File: config.mk
export PLATFORM = sky130hd
export DESIGN_NAME = vme_cmd_master
export DESIGN_NICKNAME = d
export VERILOG_FILES = /design/src/rtl/vme_master_pkg.sv /design/src/rtl/vme_sync2.sv /design/src/rtl/vme_cmd_master.sv
export SDC_FILE = /design/constraint.sdc
export NUM_CORES = 1
export LEC_CHECK = 0
export CAP_MARGIN = 20
export CORE_MARGIN = 2
export CORE_UTILIZATION = 40
export DETAILED_ROUTE_END_ITERATION = 7
export PLACE_DENSITY = 0.76
export SYNTH_ARGS = -nofsm -noshare
export SYNTH_HDL_FRONTEND = slang
export SYNTH_SLANG_ARGS = --single-unit
export TNS_END_PERCENT = 100
File: constraint.sdc
create_clock -name clk -period 3.3 [get_ports clk]
set_input_delay 0.66 -clock clk [delete_from_list [all_inputs] [get_ports clk]]
set_output_delay 0.66 -clock clk [all_outputs]
set_load 0.02 [all_outputs]
File: src/rtl/vme_master_pkg.sv
// Shared definitions for the VME A24/D16 command master: FSM state encoding,
// command/status bit positions and address-modifier constants.
package vme_master_pkg;

    typedef enum logic [2:0] {
        ST_IDLE      = 3'd0,
        ST_SETUP     = 3'd1,
        ST_ASSERT_AS = 3'd2,
        ST_ASSERT_DS = 3'd3,
        ST_WAIT_ACK  = 3'd4,
        ST_RELEASE   = 3'd5,
        ST_GAP       = 3'd6
    } vme_state_t;

    // Command word fields
    localparam int CMD_ADDR_W = 24;
    localparam int CMD_WR     = 24;
    localparam int CMD_RD     = 25;

    // Result word status bits
    localparam int STAT_BERR  = 30;
    localparam int STAT_TMO   = 31;

    // A24 address modifiers
    localparam logic [5:0] AM_A24_USR_DATA = 6'h39;
    localparam logic [5:0] AM_A24_SUP_DATA = 6'h3D;

    // Width of the shared setup/delay/gap phase counter
    localparam int CNT_W = 16;

endpackage

File: src/rtl/vme_sync2.sv
// Two-flop synchronizer for asynchronous active-low VME handshake lines.
// Resets to 1 so a released (deasserted) line is seen out of reset.
module vme_sync2 (
    input  logic clk,
    input  logic rst,
    input  logic d,
    output logic q
);

    logic meta_reg;
    logic sync_reg;

    // Shift the raw input through two flops to settle metastability
    always_ff @(posedge clk or posedge rst) begin
        if (rst) begin
            meta_reg <= 1'b1;
            sync_reg <= 1'b1;
        end else begin
            meta_reg <= d;
            sync_reg <= meta_reg;
        end
    end

    assign q = sync_reg;

endmodule

File: src/rtl/vme_cmd_master.sv
// VME A24/D16 master bus-cycle engine. Takes one command word on start,
// runs a full AS/DS/DTACK handshake and returns data plus status.
// Optional feature macro: VME_MASTER_TIMEOUT_EN (DTACK/BERR wait timeout).
module vme_cmd_master
    import vme_master_pkg::*;
#(
    parameter int         AS_SETUP = 2,
    parameter int         DS_DELAY = 2,
    parameter int         TIMEOUT  = 1024,
    parameter int         IDLE_GAP = 4,
    parameter logic [5:0] AM_CODE  = AM_A24_USR_DATA
) (
    input  logic        clk,
    input  logic        rst,
    input  logic        start,
    input  logic [31:0] vme_cmd_reg,
    input  logic [31:0] vme_dat_reg_in,
    output logic        vme_cmd_rd,
    output logic        vme_dat_wr,
    output logic [31:0] vme_dat_reg_out,
    output logic [23:0] vme_addr,
    output logic [5:0]  vme_am,
    output logic [15:0] vme_data_out,
    output logic        vme_data_oe,
    input  logic [15:0] vme_data_in,
    output logic        vme_as_b,
    output logic [1:0]  vme_ds_b,
    output logic        vme_write_b,
    input  logic        vme_dtack_b,
    input  logic        vme_berr_b
);

    // ------------------------------------------------------------------
    // Handshake synchronizers: index 0 = DTACK, index 1 = BERR
    // ------------------------------------------------------------------
    logic [1:0] hs_raw;
    logic [1:0] hs_sync;
    logic       dtack_sync_b;
    logic       berr_sync_b;

    assign hs_raw = {vme_berr_b, vme_dtack_b};

    generate
        for (genvar gi = 0; gi < 2; gi++) begin : g_hs_sync
            vme_sync2 u_sync (
                .clk (clk),
                .rst (rst),
                .d   (hs_raw[gi]),
                .q   (hs_sync[gi])
            );
        end
    endgenerate

    assign dtack_sync_b = hs_sync[0];
    assign berr_sync_b  = hs_sync[1];

    // ------------------------------------------------------------------
    // State and datapath registers
    // ------------------------------------------------------------------
    vme_state_t          state_reg,     state_next;
    logic [CNT_W-1:0]    cnt_reg,       cnt_next;
    logic                is_write_reg,  is_write_next;
    logic                tmo_flag_reg,  tmo_flag_next;
    logic                cmd_rd_reg,    cmd_rd_next;
    logic                dat_wr_reg,    dat_wr_next;
    logic [31:0]         dat_out_reg,   dat_out_next;
    logic [23:0]         addr_reg,      addr_next;
    logic [5:0]          am_reg,        am_next;
    logic [15:0]         data_out_reg,  data_out_next;
    logic                data_oe_reg,   data_oe_next;
    logic                as_b_reg,      as_b_next;
    logic [1:0]          ds_b_reg,      ds_b_next;
    logic                write_b_reg,   write_b_next;

    logic                tmo_hit;
    logic                cmd_valid;
    logic                cmd_is_read;

    // Upper command/data bits carry nothing for an A24/D16 cycle
    logic                unused_bits;
    assign unused_bits = &{vme_cmd_reg[31:26], vme_dat_reg_in[31:16]};

    assign cmd_is_read = vme_cmd_reg[CMD_RD];
    assign cmd_valid   = vme_cmd_reg[CMD_RD] | vme_cmd_reg[CMD_WR];

    // ------------------------------------------------------------------
    // Optional DTACK/BERR wait timeout
    // ------------------------------------------------------------------
`ifdef VME_MASTER_TIMEOUT_EN
    localparam int TMO_W = $clog2(TIMEOUT + 1);

    logic [TMO_W-1:0] tmo_cnt_reg;

    // Cleared while AS is low, runs from DS assertion through the ack wait
    always_ff @(posedge clk or posedge rst) begin
        if (rst) begin
            tmo_cnt_reg <= '0;
        end else if (state_reg == ST_ASSERT_AS) begin
            tmo_cnt_reg <= '0;
        end else if (state_reg == ST_ASSERT_DS || state_reg == ST_WAIT_ACK) begin
            tmo_cnt_reg <= tmo_cnt_reg + TMO_W'(1);
        end
    end

    assign tmo_hit = (state_reg == ST_WAIT_ACK) &&
                     (tmo_cnt_reg >= TMO_W'(TIMEOUT - 1));
`else
    // No timeout logic: the wait is unbounded. The legality test on
    // TIMEOUT folds to 0 and keeps the parameter referenced in this build.
    assign tmo_hit = (TIMEOUT < 1);
`endif

    // ------------------------------------------------------------------
    // Register update for FSM state and all registered outputs
    // ------------------------------------------------------------------
    always_ff @(posedge clk or posedge rst) begin
        if (rst) begin
            state_reg    <= ST_IDLE;
            cnt_reg      <= '0;
            is_write_reg <= 1'b0;
            tmo_flag_reg <= 1'b0;
            cmd_rd_reg   <= 1'b1;
            dat_wr_reg   <= 1'b0;
            dat_out_reg  <= '0;
            addr_reg     <= '0;
            am_reg       <= '0;
            data_out_reg <= '0;
            data_oe_reg  <= 1'b0;
            as_b_reg     <= 1'b1;
            ds_b_reg     <= 2'b11;
            write_b_reg  <= 1'b1;
        end else begin
            state_reg    <= state_next;
            cnt_reg      <= cnt_next;
            is_write_reg <= is_write_next;
            tmo_flag_reg <= tmo_flag_next;
            cmd_rd_reg   <= cmd_rd_next;
            dat_wr_reg   <= dat_wr_next;
            dat_out_reg  <= dat_out_next;
            addr_reg     <= addr_next;
            am_reg       <= am_next;
            data_out_reg <= data_out_next;
            data_oe_reg  <= data_oe_next;
            as_b_reg     <= as_b_next;
            ds_b_reg     <= ds_b_next;
            write_b_reg  <= write_b_next;
        end
    end

    // ------------------------------------------------------------------
    // Next-state and next-output logic; outputs change on the same edge
    // as the state they belong to, so every pin is a flop output
    // ------------------------------------------------------------------
    always_comb begin
        state_next    = state_reg;
        cnt_next      = cnt_reg;
        is_write_next = is_write_reg;
        tmo_flag_next = tmo_flag_reg;
        cmd_rd_next   = cmd_rd_reg;
        dat_wr_next   = 1'b0;
        dat_out_next  = dat_out_reg;
        addr_next     = addr_reg;
        am_next       = am_reg;
        data_out_next = data_out_reg;
        data_oe_next  = data_oe_reg;
        as_b_next     = as_b_reg;
        ds_b_next     = ds_b_reg;
        write_b_next  = write_b_reg;

        case (state_reg)
            ST_IDLE: begin
                cmd_rd_next = 1'b1;
                // Commands with neither direction bit are silently dropped
                if (start && cmd_valid) begin
                    is_write_next = ~cmd_is_read;
                    tmo_flag_next = 1'b0;
                    addr_next     = vme_cmd_reg[CMD_ADDR_W-1:0];
                    am_next       = AM_CODE;
                    write_b_next  = cmd_is_read;
                    if (!cmd_is_read) begin
                        data_out_next = vme_dat_reg_in[15:0];
                        data_oe_next  = 1'b1;
                    end
                    cmd_rd_next = 1'b0;
                    cnt_next    = '0;
                    state_next  = ST_SETUP;
                end
            end

            ST_SETUP: begin
                if (cnt_reg >= CNT_W'(AS_SETUP - 1)) begin
                    as_b_next  = 1'b0;
                    cnt_next   = '0;
                    state_next = ST_ASSERT_AS;
                end else begin
                    cnt_next = cnt_reg + CNT_W'(1);
                end
            end

            ST_ASSERT_AS: begin
                if (cnt_reg >= CNT_W'(DS_DELAY - 1)) begin
                    ds_b_next  = 2'b00;
                    cnt_next   = '0;
                    state_next = ST_ASSERT_DS;
                end else begin
                    cnt_next = cnt_reg + CNT_W'(1);
                end
            end

            ST_ASSERT_DS: begin
                state_next = ST_WAIT_ACK;
            end

            ST_WAIT_ACK: begin
                // BERR has priority over DTACK; a real response beats timeout
                if (!berr_sync_b || !dtack_sync_b || tmo_hit) begin
                    dat_out_next = '0;
                    if (!berr_sync_b) begin
                        dat_out_next[STAT_BERR] = 1'b1;
                    end else if (!dtack_sync_b) begin
                        dat_out_next[15:0] = is_write_reg ? data_out_reg : vme_data_in;
                    end else begin
                        dat_out_next[STAT_TMO] = 1'b1;
                        tmo_flag_next          = 1'b1;
                    end
                    dat_wr_next  = 1'b1;
                    as_b_next    = 1'b1;
                    ds_b_next    = 2'b11;
                    data_oe_next = 1'b0;
                    state_next   = ST_RELEASE;
                end
            end

            ST_RELEASE: begin
                // A timed-out slave may never release, so don't wait on it
                if (tmo_flag_reg || (dtack_sync_b && berr_sync_b)) begin
                    write_b_next = 1'b1;
                    cnt_next     = '0;
                    state_next   = ST_GAP;
                end
            end

            ST_GAP: begin
                if (cnt_reg >= CNT_W'(IDLE_GAP)) begin
                    cmd_rd_next = 1'b1;
                    state_next  = ST_IDLE;
                end else begin
                    cnt_next = cnt_reg + CNT_W'(1);
                end
            end

            default: begin
                as_b_next    = 1'b1;
                ds_b_next    = 2'b11;
                data_oe_next = 1'b0;
                write_b_next = 1'b1;
                cmd_rd_next  = 1'b1;
                state_next   = ST_IDLE;
            end
        endcase
    end

    assign vme_cmd_rd      = cmd_rd_reg;
    assign vme_dat_wr      = dat_wr_reg;
    assign vme_dat_reg_out = dat_out_reg;
    assign vme_addr        = addr_reg;
    assign vme_am          = am_reg;
    assign vme_data_out    = data_out_reg;
    assign vme_data_oe     = data_oe_reg;
    assign vme_as_b        = as_b_reg;
    assign vme_ds_b        = ds_b_reg;
    assign vme_write_b     = write_b_reg;

endmodule

### Word-level counts from Yosys, hierarchy flattened

Cells that the tools add are included.

* RAM bits: 0
* logic and storage cells: 111
* bits in latches: 0
* memories: 0
* bits in read-only memories: 0
* register bits after elaboration: 91

* div/mod/pow operators: 0
* multiply operators: 0
* bitwise operators: 7
* eq/ne operators: 16
* shift operators: 0
* reduce and logical (&&, ||, !) cells: 26
* muxes and demuxes: 41
* order comparisons: 2
* add/subtract/negate cells: 1

Operators by type and width (number)
* 16-bit 2-to-1 mux: 7
* 16-bit one-hot mux with 4 select lines: 1
* 5-bit OR reduction: 5
* 3-bit one-hot mux with 7 select lines: 1
* 1-bit 2-to-1 mux: 18
* 3-bit 2-to-1 mux: 6
* 16-bit by 1-bit adder with 16-bit output (second input constant): 1
* 16-bit by 1-bit >= comparator with 1-bit output (second input constant): 1
* 16-bit by 3-bit >= comparator with 1-bit output (second input constant): 1
* 2-bit != test (second input constant): 8
* 1-bit one-hot mux with 3 select lines: 4
* 3-bit AND reduction: 4
* 3-bit == test (second input constant): 3
* 4-bit AND reduction: 2
* 3-bit by 2-bit == test with 1-bit output (second input constant): 2
* 1-bit inverter: 6
* 2-bit one-hot mux with 3 select lines: 1
* 2-bit AND reduction: 3
* 6-bit AND reduction: 1
* 5-bit AND reduction: 1
* 2-bit 2-to-1 mux: 2
* 2-bit by 1-bit != test with 1-bit output (second input constant): 2
* 4-bit nonzero test: 1
* 3-bit by 1-bit == test with 1-bit output (second input constant): 1
* 8 further kinds: 11

### Logic depth before layout (Yosys ltp)

* depth after elaboration: 4
* depth in mapped cells: 8
* mapped depth without buffers: 6

### By module

Synthesis repeated with hierarchy kept, for this count alone.

* cells, all modules: 388
* area total of the unflattened synthesis: 4023.9 um^2

Modules (own cells, without submodules)
* vme_cmd_master: cells an instance 382, times used 1, area an instance 3911.3 um^2, sequential area each 2157.1 um^2
* vme_sync2: cells an instance 3, times used 2, area an instance 56.3 um^2, sequential area each 52.6 um^2

### Worst setup path before layout

Ideal clock, no wire load.

* kind: register to register
* from: register state_reg[0]
* to: register data_out_reg[0], in the netlist vme_data_out[0]
* stages on the path, launching flop included: 7
* path slack: 1.369 ns
* data arrival time: 1.806 ns
* required time: 3.175 ns
* clock period less this slack: 1.931 ns
* library setup time: 0.125 ns
* path through: dfrtp_1 buf_6 or3_4 buf_6 nor3_4 buf_12 mux2_4

* longest elaborated chain between the ends: 2

RTL lines
* start, declared: line vme_cmd_master.sv:60 `vme_state_t state_reg, state_next;`
* start signal, assigned: line vme_cmd_master.sv:133 `state_reg <= state_next;`
* 3-bit logical NOT: line vme_cmd_master.sv:170 `case (state_reg)`
* 3-bit AND reduction (no line)
* end signal, assigned: line vme_cmd_master.sv:142 `data_out_reg <= data_out_next;`
* end, declared: line vme_cmd_master.sv:69 `logic [15:0] data_out_reg, data_out_next;`

Every way passes these cells.
A chain may end at the register's enable or synchronous reset.

### Worst setup path after layout

* from: input vme_cmd_reg[25]
* to: register data_out_reg[9], in the netlist vme_data_out[9]

* longest elaborated chain between the ends: 3

RTL lines
* start, declared: line vme_cmd_master.sv:16 `input logic [31:0] vme_cmd_reg,`
* 1-bit OR: line vme_cmd_master.sv:84 `assign cmd_valid = vme_cmd_reg[CMD_RD] | vme_cmd_reg[CMD_WR];`
* 1-bit logical AND: line vme_cmd_master.sv:174 `if (start && cmd_valid) begin`
* 3-bit AND reduction (no line) (*)

Every way passes the cells marked *; elsewhere a longest branch is shown, timed or not.

==> run summary <==
Clk Latency, worst-skew pair = 0.35 ns
Placer Congestion = 0.832
die height = 105 µm
standard-cell rows = 36
post_cts resized = 0
1st-iter DRT viols = 152
CP Capture Type = flip-flop
drt first pass iters = 4
die area = 10,900 µm²
final net count = 554
hold_buf cts = 0
initial antenna violation count = 0
CTS tree = built
port bufs = 131
synth unique cells = 44
crit path max fanout = 10
Max Cap Viol = 0
period utilization = 70.3%
max incr delay on CP = 0.61 ns
# DRC = 0
WP data arrival = 2.56 ns
post-DR wirelength/cell = 15.7 µm
total power draw = 4.98 mW
crit-path cells = clkdlybuf4s50_1, o21ai_0, nor3_4, buf_12, mux2_2
Via-to-Cell Ratio = 5.01
Ys Warns = 0
final hold vios = 0
Final ANT Viol Nets = 0
area leader, netlist = dfrtp_1
dpl hpwl = 7.06 mm
top cells by area, synth = dfrtp_1, mux2_2, dfstp_2, mux2i_1, buf_4
number of flops mapped to enable cells by yosys = 0
Clock Sinks = 90
fmax = 0.431 GHz
Critical Path Slowest Stage Cell = clkdlybuf4s50_1
Mapped Cells = 339
TritonCTS buffer count = 9
CTS max path bufs = 2
Pwr Density = 888 nW/µm²
share of layout cells above drive strength 1 = 16.8%
Final Skew = 0.0134 ns
sequential fraction of the synthesis area = 55.8%
first-pass GRT wire length = 15.8 mm
synthesized area = 4050 µm²
clock-pin slew on the worst setup and hold paths = 0.09 ns
Ports = 170
Post-CTS Setup Repair Bufs = 0
relative slew slack = 35.4%
Post-synth top cells = dfrtp_1, mux2_2, nor2_1, o21ai_0, nand2_1
Synth-to-Final Area Change = 38.4%
Synth top area share = 50.6%
Lkg Pwr = 2.43 nW
TNS Setup = 0 ns
CTS H-tree lvls = 3
drt total wl = 9.44 mm
worst slew pin tran = 0.969 ns
Crit Path Category = input port to flip-flop
Core Box Area = 9820 µm²
vias in the first global route = 3,193
post-layout util = 57.1%
minimum clock period = 2.32 ns
mean post-synth cell area = 12.0 µm²
Startpoint Class = input port
Slew Limit Fails = 0
Root Buffer = clkbuf_8
Vias = 3,019
outcome = complete, no violations
peak supply drop = 0.000462 V
Initial Util = 41.3%
Crit path required time = 3.54 ns
most common flop cell mapped by yosys = dfrtp_1
ys async rst share = 100%
GRT Resource Usage Total = 18.1%
total gr overflow = 0
number of flip-flops in the largest register = 24
Die X = 105 µm
largest net degree at the start of global routing = 39
Yosys reg bits = 90
count leader, synth = dfrtp_1
final setup vio count = 0
RSZ-0062 raised after global routing = no
antenna cell count = 0
Worst Hold Class = flip-flop to flip-flop
-- layout make-up --
class	instances	area, µm²
sequential	90	2260
clock inverter	6	71.3
multi-input combinational	220	1560
clock buffer	10	138
tap	133	166
fill	821	4210
timing repair buffer	135	1380
inverter	9	35.0
-- stage by stage --
| stage | cell area (µm²) | std cells | hold slack, ns | worst slack [ns] |
|---|---|---|---|---|
| after floorplan | 4110 | 354 | 0.345 | 0.318 |
| after global placement | 5400 | 587 | 0.348 | 0.617 |
| after detailed placement | 5400 | 587 | 0.349 | 0.569 |
| after CTS | 5610 | 603 | 0.362 | 0.976 |
| after global routing | 5610 | 603 | 0.366 | 0.833 |
| final | 5610 | 603 | 0.361 | 0.979 |
-- critical path: cells and delay by family --
| family | cells | cell delay, ns |
|---|---|---|
| buffers and inverters | 2 | 0.83 |
| AND/OR/NAND/NOR | 1 | 0.48 |
| multiplexers | 1 | 0.34 |
| AO/OA/AOI/OAI | 1 | 0.25 |
-- placed cells by master, fill, tap and decap left out, types with 9 or more instances in the layout --
cell type and n:
dfrtp_1 82, clkdlybuf4s50_1 131, mux2_2 31, nand2_1 24
o21ai_0 26, mux2_4 9, nor2_1 25, a21oi_1 15
mux2i_1 17, clkbuf_8 10, conb_1 16
-- metal layers --
metal	vias up	track usage (%)	part of all wire, %
li1	1416	-	-
met1	1473	20.3	38
met2	110	32.5	53
met3	20	4.68	5.6
met4	0	7.43	3.1
met5	-	0	0
-- cells by family (layout without fill, tap and decap cells) --
kind of cell,after synthesis,in the layout,synth area share [%]
flip-flops,90,90,55.8
AND/OR/NAND/NOR,77,77,9.02
AO/OA/AOI/OAI,66,66,10.5
multiplexers,57,57,16.2
buffers and inverters,44,160,7.16
adder cells (fa/ha/maj),4,4,1.24
other,1,16,0.0926
-- where the power goes --
part	internal, mW	leakage (nW)	switching [mW]
combinational	1.18	1.20	1.16
sequential	1.51	1.12	0.357
clock	0.377	0.0995	0.390
total	3.07	2.43	1.91
-- worst paths after layout --
path                                               from                     to  slack (ns)  depth (start not counted)
setup / recovery                        vme_cmd_reg[25]        vme_data_out[9]        0.98                          5
min in group asynchronous                           rst            vme_addr[5]        0.65                          2
hold reg to reg            g_hs_sync[0].u_sync.meta_reg  g_hs_sync[0].u_sync.q        0.36                          0
hold / removal             g_hs_sync[0].u_sync.meta_reg  g_hs_sync[0].u_sync.q        0.36                          0
setup reg to reg                           state_reg[0]        vme_data_out[9]        1.06                          4
max in group asynchronous                           rst     vme_dat_reg_out[1]        1.93                          3
Power figures use the tool's default switching activity.
